## config.mk

```make
export PLATFORM = sky130hd
export DESIGN_NAME = div_mae_accumulator
export DESIGN_NICKNAME = d
export VERILOG_FILES = /design/src/rtl/div_mae_accumulator.sv
export SDC_FILE = /design/constraint.sdc
export NUM_CORES = 1
export LEC_CHECK = 0
export BUFFER_PORTS_ARGS = -buffer_cell sky130_fd_sc_hd__buf_4
export CAP_MARGIN = 20
export CORE_MARGIN = 2
export CORE_UTILIZATION = 60
export DETAILED_ROUTE_END_ITERATION = 12
export PLACE_DENSITY_LB_ADDON = 0.2
export SLEW_MARGIN = 25
export SYNTH_ARGS = -nofsm -noshare
export SYNTH_HDL_FRONTEND = slang
export SYNTH_SLANG_ARGS = --single-unit
```

## constraint.sdc

```tcl
create_clock -name clk -period 8.6 [get_ports clk]
set_input_delay 0.86 -clock clk [delete_from_list [all_inputs] [get_ports clk]]
set_output_delay 0.86 -clock clk [all_outputs]
set_load 0.005 [all_outputs]
```

## src/rtl/div_mae_accumulator.sv

```systemverilog
// ---------------------------------------------------------------------------
// div_mae_accumulator
//
// Measures the accuracy of an approximate 16/8 divider. Each accepted sample
// carries the dividend/divisor fed to the approximate unit together with its
// quotient/remainder. The block recomputes the exact result with an 8-cycle
// restoring divider and accumulates error statistics over a run of
// NUM_SAMPLES samples.
//
// Ports:
//   clk          rising-edge clock
//   rst_n        asynchronous active-low reset
//   start        one-cycle pulse: clear statistics and begin a run
//   in_valid     sample offered
//   in_ready     sample accepted this cycle when in_valid is also high
//   n, d         dividend / divisor given to the approximate divider
//   q_apx, r_apx approximate quotient / remainder under test
//   busy         run in progress (RUN, DIV, ACC)
//   done         run complete, held until the next start
//   sample_cnt   accepted samples (including skipped ones)
//   skip_cnt     accepted samples whose quotient would overflow 8 bits
//   err_sum      saturating sum of |q_exact - q_apx|
//   max_err      largest |q_exact - q_apx|
//   mismatch_cnt samples where q or r differ from the exact result
// ---------------------------------------------------------------------------
module div_mae_accumulator #(
  parameter int NUM_SAMPLES = 256
) (
  input  logic        clk,
  input  logic        rst_n,
  input  logic        start,
  input  logic        in_valid,
  output logic        in_ready,
  input  logic [15:0] n,
  input  logic [7:0]  d,
  input  logic [7:0]  q_apx,
  input  logic [7:0]  r_apx,
  output logic        busy,
  output logic        done,
  output logic [15:0] sample_cnt,
  output logic [15:0] skip_cnt,
  output logic [31:0] err_sum,
  output logic [7:0]  max_err,
  output logic [15:0] mismatch_cnt
);

  localparam logic [15:0] NS16 = 16'(NUM_SAMPLES);

  typedef enum logic [2:0] {
    IDLE = 3'd0,
    RUN  = 3'd1,
    DIV  = 3'd2,
    ACC  = 3'd3,
    DONE = 3'd4
  } state_t;

  state_t      r_state;
  logic        r_in_ready;
  logic        r_busy;
  logic        r_done;
  logic [15:0] r_sample_cnt;
  logic [15:0] r_skip_cnt;
  logic [31:0] r_err_sum;
  logic [7:0]  r_max_err;
  logic [15:0] r_mismatch_cnt;

  // Captured operands and divider datapath
  logic [7:0]  r_d;
  logic [7:0]  r_q_apx;
  logic [7:0]  r_r_apx;
  logic [7:0]  r_n_lo;
  logic [7:0]  r_rem;
  logic [7:0]  r_quo;
  logic [2:0]  r_iter;

  logic        w_accept;
  logic        w_skip;
  logic [15:0] w_cnt_inc;
  logic        w_last;
  logic [8:0]  w_trial;
  logic        w_ge;
  logic [8:0]  w_sub;
  logic [7:0]  w_rem_next;
  logic [7:0]  w_err;
  logic [32:0] w_sum_ext;
  logic [31:0] w_sum_sat;
  logic        w_mismatch;

  // in_ready is only ever high in RUN, so it doubles as the accept qualifier
  assign w_accept  = in_valid && r_in_ready;
  // Quotient would not fit in 8 bits (or divide by zero): exclude from metrics
  assign w_skip    = (d == 8'd0) || (n[15:8] >= d);
  assign w_cnt_inc = r_sample_cnt + 16'd1;
  assign w_last    = (w_cnt_inc == NS16);

  // One restoring step. The partial remainder is always < d, so after the
  // shift it fits in 9 bits and the new remainder fits back into 8 bits.
  assign w_trial    = {r_rem, r_n_lo[7]};
  assign w_ge       = (w_trial >= {1'b0, r_d});
  assign w_sub      = w_trial - {1'b0, r_d};
  assign w_rem_next = w_ge ? w_sub[7:0] : w_trial[7:0];

  assign w_err      = (r_quo >= r_q_apx) ? (r_quo - r_q_apx) : (r_q_apx - r_quo);
  assign w_sum_ext  = {1'b0, r_err_sum} + {25'd0, w_err};
  assign w_sum_sat  = w_sum_ext[32] ? 32'hFFFF_FFFF : w_sum_ext[31:0];
  assign w_mismatch = (r_q_apx != r_quo) || (r_r_apx != r_rem);

  always_ff @(posedge clk or negedge rst_n) begin
    if (!rst_n) begin
      r_state        <= IDLE;
      r_in_ready     <= 1'b0;
      r_busy         <= 1'b0;
      r_done         <= 1'b0;
      r_sample_cnt   <= '0;
      r_skip_cnt     <= '0;
      r_err_sum      <= '0;
      r_max_err      <= '0;
      r_mismatch_cnt <= '0;
      r_d            <= '0;
      r_q_apx        <= '0;
      r_r_apx        <= '0;
      r_n_lo         <= '0;
      r_rem          <= '0;
      r_quo          <= '0;
      r_iter         <= '0;
    end else if (start) begin
      // start overrides every state, abandoning any division in flight
      r_state        <= RUN;
      r_in_ready     <= 1'b1;
      r_busy         <= 1'b1;
      r_done         <= 1'b0;
      r_sample_cnt   <= '0;
      r_skip_cnt     <= '0;
      r_err_sum      <= '0;
      r_max_err      <= '0;
      r_mismatch_cnt <= '0;
      r_iter         <= '0;
    end else begin
      case (r_state)
        RUN: begin
          if (w_accept) begin
            if (w_skip) begin
              r_sample_cnt <= w_cnt_inc;
              r_skip_cnt   <= r_skip_cnt + 16'd1;
              if (w_last) begin
                r_state    <= DONE;
                r_in_ready <= 1'b0;
                r_busy     <= 1'b0;
                r_done     <= 1'b1;
              end
            end else begin
              r_d        <= d;
              r_q_apx    <= q_apx;
              r_r_apx    <= r_apx;
              r_rem      <= n[15:8];
              r_n_lo     <= n[7:0];
              r_quo      <= '0;
              r_iter     <= '0;
              r_state    <= DIV;
              r_in_ready <= 1'b0;
            end
          end
        end
        DIV: begin
          r_rem  <= w_rem_next;
          r_quo  <= {r_quo[6:0], w_ge};
          r_n_lo <= {r_n_lo[6:0], 1'b0};
          r_iter <= r_iter + 3'd1;
          if (r_iter == 3'd7) begin
            r_state <= ACC;
          end
        end
        ACC: begin
          r_err_sum    <= w_sum_sat;
          r_sample_cnt <= w_cnt_inc;
          if (w_err > r_max_err) begin
            r_max_err <= w_err;
          end
          if (w_mismatch) begin
            r_mismatch_cnt <= r_mismatch_cnt + 16'd1;
          end
          if (w_last) begin
            r_state    <= DONE;
            r_in_ready <= 1'b0;
            r_busy     <= 1'b0;
            r_done     <= 1'b1;
          end else begin
            r_state    <= RUN;
            r_in_ready <= 1'b1;
          end
        end
        IDLE, DONE: begin
          r_state <= r_state;
        end
        default: begin
          r_state    <= IDLE;
          r_in_ready <= 1'b0;
          r_busy     <= 1'b0;
          r_done     <= 1'b0;
        end
      endcase
    end
  end

  assign in_ready     = r_in_ready;
  assign busy         = r_busy;
  assign done         = r_done;
  assign sample_cnt   = r_sample_cnt;
  assign skip_cnt     = r_skip_cnt;
  assign err_sum      = r_err_sum;
  assign max_err      = r_max_err;
  assign mismatch_cnt = r_mismatch_cnt;

endmodule

```

-- Yosys cells after proc, flatten, opt, wreduce, memory -nomap -nowiden
Index checks and enable logic that the tools add are counted.
- memories kept: 0
- logic and storage cells: 128
- memory bits (writable): 0
- output and inout bits: 91
- register bits after elaboration: 145
- ROM bits: 0
- latch bits: 0
- multiply operators: 0
- shifts and indexed selects: 0
- magnitude comparators: 4
- multiplexer cells: 55
- reduce and logical (&&, ||, !) cells: 26
- bitwise operators: 2
- equality and inequality tests: 17
- divide/modulo/power cells: 0
- add/sub/neg operators: 8
- operator list (kind ; number):
    two-way mux 16 bit ; 10
    two-way mux 32 bit ; 3
    two-way mux 8 bit ; 11
    adder 16 x 1 -> 16 bit (second input constant) ; 3
    case mux 8 bit (2 select lines) ; 3
    adder 32 x 8 -> 33 bit ; 1
    case mux 16 bit (2 select lines) ; 1
    two-way mux 3 bit ; 9
    subtractor 8 bit ; 3
    equality test 16 x 9 -> 1 bit (second input constant) ; 1
    >= comparator 8 bit ; 2
    != test 8 bit ; 2
    AND reduction 3 bit ; 5
    nonzero test 2 bit ; 7
    two-way mux 1 bit ; 13
    != test 3 bit (second input constant) ; 4
    case mux 3 bit (4 select lines) ; 1
    AND reduction 4 bit ; 3
    >= comparator 9 x 8 -> 1 bit ; 1
    case mux 1 bit (3 select lines) ; 3
    greater-than comparator 8 bit ; 1
    logical NOT 8 bit ; 1
    equality test 3 x 2 -> 1 bit (second input constant) ; 2
    equality test 3 bit (second input constant) ; 2
    14 further kinds ; 20

-- Depth between registers and ports, before layout
- depth in word-level cells: 7
- depth in mapped cells: 22
- gate-level depth less buffers: 20

-- Least setup slack after synthesis
No wires, ideal clock.
- path kind: register to register
- start: register r_quo[0]
- end: register r_err_sum[19] (netlist: err_sum[19])
- setup time: 0.086 ns
- stages on the path, launching flop included: 19
- buffers on the path: 1
- arrival time: 4.014 ns
- required time: 8.514 ns
- slack: 4.500 ns
- cells stage by stage: dfrtp_1 inv_1 ha_1 inv_1 fa_1 a21oi_1 o211ai_1 a21oi_1 buf_2 mux2_2 ha_1 a21o_1 a21oi_1 o21bai_1 o311a_1 a31oi_1 nor3_1 and4_1 nor3_1
- longest elaborated chain between the ends: 6
- elaborated cells on any way between the ends: 8
- ends and longest elaborated chain (element ; RTL line ; RTL):
    start, declared ; 73 ; logic [7:0] r_quo;
    start signal, assigned ; 166 ; r_quo <= {r_quo[6:0], w_ge};
    subtractor 8 bit or >= comparator 8 bit (tied branches) ; 103 ; assign w_err = (r_quo >= r_q_apx) ? (r_quo - r_q_apx) : (r_q_apx - r_quo);
    two-way mux 8 bit (*) ; 103 ;
    adder 32 x 8 -> 33 bit (*) ; 104 ; assign w_sum_ext = {1'b0, r_err_sum} + {25'd0, w_err};
    two-way mux 32 bit (*) ; 105 ; assign w_sum_sat = w_sum_ext[32] ? 32'hFFFF_FFFF : w_sum_ext[31:0];
    two-way mux 32 bit (*) ; 139 ; case (r_state)
    two-way mux 32 bit (*) ; 126 ; end else if (start) begin
    end signal, assigned ; 174 ; r_err_sum <= w_sum_sat;
    end, declared ; 63 ; logic [31:0] r_err_sum;
Mark *: on every way between the ends. The rest lies on a longest branch, timed or not. The select of a mux whose other input is x is not followed.
A chain may end at the register's enable or synchronous reset.

-- Worst setup path after layout
- start: register r_quo[0]
- end: register r_err_sum[17] (netlist: err_sum[17])
The elaborated chain is that of the path after synthesis.

==> flow_summary.toml <==
[synthesis]
syn_inst = 984
synth_edf_count = 0
ys.flop_type = "dfrtp_1"
yosysWarningCount = 0
yosysSeqAreaShare_pct = 41.4
yosys_register_bits = 145
avgSynthCellArea_um2 = 8.90
yosys.area.top_type = "dfrtp_1"
syn-num-nets = 1084
synth_area_mm2 = 0.00876
synth_top_cells_by_area = "dfrtp_1, ha_1, nor2_1, xnor2_1, nand2_1"
synth_top_area_share_pct = 41.4
yosysUniqueCellTypes = 61
synthArstFlopShare_pct = 100

[timing]
hold_viol_final = 0
finalCritPeriodShare_pct = 55.7
min_period_ns = 4.79
final.setup.worst_slack_ns = 3.81
clock_skew_ns = 0.0105
setup_tns_ns = 0
tightest_slew_ns = 1.05
setup_viol = 0
fmax_ghz = 0.209
rsz0062_at_grt = "false"
relSlewSlack_pct = 29.6
maxSlewViolCount = 0

[worst_setup_path]
cp_max_fo = 12
critical_path_class = "register to register"
cp.required_ns = 8.93
startpoint_type = "register"
endpoint_kind = "register"
rr_worst_depth = 16
crit_arrival_ns = 5.12

[worst_hold_path]
hp-class = "register to register"
holdPathStages = 2

[die]
io_pins = 135
initial_core_util_pct = 60.7
fp.dieW_um = 125
die_h_um = 125
coreArea_mm2 = 0.0144
rows = 44
die_area_mm2 = 0.0156

[pwr]
p_total_mw = 3.34
powerDensity_mw_per_mm2 = 317
ir_worst_vdd_mv = 0.287
p_leak_nw = 4.81

[clocking]
post_cts_resized = 0
path_clk_slew_ns = 0.07
h-tree-depth = 4
clock-sinks = 145
post_cts_buffers = 0
cts_buffer_depth = 2
cts-root-buf = "clkbuf_16"
cts_buffers = 17
postCtsHoldBufs = 0
clock_latency_ns = 0.43
cts_tree = "built"

[global_route]
antenna_found_initial = 0
track_usage_pct = 27.6
grt_pass1_vias = 7347
grt_overflow_total = 0
grt_pass1_wl_mm = 35.6
grt_max_degree = 91

[cells_and_area]
multi_input_area_mm2 = 0.00474
num_antenna_cells = 0
mostFrequentLayoutCells = "dfrtp_1, buf_4, nor2_1"
final_common_cell = "dfrtp_1"
drive_above_1_share_pct = 18.8
fin_nets = 1204
fillers = 1121
layout.area.seq_mm2 = 0.00363
syn2layout_area_growth_pct = 20.2

[place]
dp.final_hpwl_mm = 14.6
pre_cts_ws_ns = 3.28
gp_congestion = 0.914
port-buffer-count = 134

[route]
first_pass_iters = 5
num_vias = 7743
wirelength_mm = 21.0
drt_iter0_markers = 553
wire_per_inst_um = 16.1
vias_per_cell = 5.95
drtAntennaViolNets = 0
route.detailed.drc = 0

[flow_run]
maxCapViolCount = 0

[status]
outcome = "finished, final reports clean"
-- metal layers --
metal	global-route usage, %	vias up	share of wire [%]
met4	9.54	0	1.8
met2	44.5	250	48
li1	-	3761	-
met5	0	-	0
met1	38.0	3702	45
met3	4.81	30	5.2
-- Yosys cell counts (12+ instances only) --
| cell type | instances |
|---|---|
| a211oi_1 | 16 |
| a21oi_1 | 45 |
| a31oi_1 | 19 |
| and3_1 | 13 |
| clkbuf_1 | 35 |
| dfrtp_1 | 145 |
| ha_1 | 52 |
| inv_1 | 62 |
| mux2_2 | 12 |
| nand2_1 | 74 |
| nand3_1 | 40 |
| nand4_1 | 16 |
| nor2_1 | 125 |
| nor3_1 | 41 |
| nor4_1 | 18 |
| o21ai_0 | 40 |
| o21ai_1 | 16 |
| or3_1 | 13 |
| xnor2_1 | 40 |
| xor2_1 | 23 |
-- worst max-delay path: stages, from the launching register on --
cell      delay [ns]
dfrtp_1         0.40
inv_1           0.09
ha_1            0.14
inv_1           0.06
fa_1            0.37
a21oi_1         0.19
o211ai_1        0.13
a21oi_2         0.54
mux2_2          0.41
a311oi_1        0.26
xnor2_1         0.17
ha_1            0.36
o311a_1         0.25
a31oi_1         0.24
nor3_1          0.65
a31oi_1         0.17
a311oi_1        0.25
-- through the flow --
stage | cells | hold slack (ns) | cell area [µm²] | utilization, %
5_1_grt | 1301 | 0.528 | 10500 | 73.0
6_report | 1301 | 0.480 | 10500 | 73.0
2_1_floorplan | 984 | 0.439 | 8760 | -
4_1_cts | 1301 | 0.483 | 10500 | 73.0
3_5_place_dp | 1269 | 0.467 | 9910 | 68.7
3_3_place_gp | 1269 | 0.456 | 9910 | 68.7
-- path summary, 6_finish.rpt --
kind,to,from,slack [ns]
max in group asynchronous,max_err[4],rst_n,6.85
worst min-delay path,r_n_lo[0],r_n_lo[0],0.48
worst max-delay path,err_sum[17],r_quo[0],3.81
worst max register to register,err_sum[17],r_quo[0],3.81
min in group asynchronous,r_q_apx[1],rst_n,0.51
worst min register to register,r_n_lo[0],r_n_lo[0],0.48
-- final cells by class --
type	instances	share of cell area [%]
clock inverter	15	1.76
sequential	145	34.5
clock buffer	17	4.04
multi-input combinational	733	45.1
tap	184	2.19
inverter	64	2.28
timing repair buffer	143	10.2
-- logic make-up (layout without fill, tap and decap cells) --
group	Yosys count	in the layout	share of synthesized area, %
buffers and inverters	106	239	4.63
adders and majority gates	56	56	8.34
and+or+nand+nor	379	379	20.6
muxes	22	22	2.69
xor gates and xnor gates	63	63	6.30
DFF	145	145	41.4
AOI/OAI and AO/OA	213	213	16.0
-- sequential cells by signal, summed over array words and instances (netlist names) --
name,count
err_sum,32
mismatch_cnt,16
sample_cnt,16
skip_cnt,16
max_err,8
r_d,8
r_n_lo,8
r_q_apx,8
r_quo,8
r_r_apx,8
r_rem,8
r_iter,3
r_state,3
busy,1
done,1
in_ready,1
-- report_power, final --
| group | switching, mW | internal (mW) |
|---|---|---|
| sequential | 0.112 | 0.813 |
| combinational | 0.944 | 0.701 |
| clock | 0.307 | 0.460 |
| total | 1.36 | 1.97 |
No activity file was read; power rests on OpenSTA's default activity.
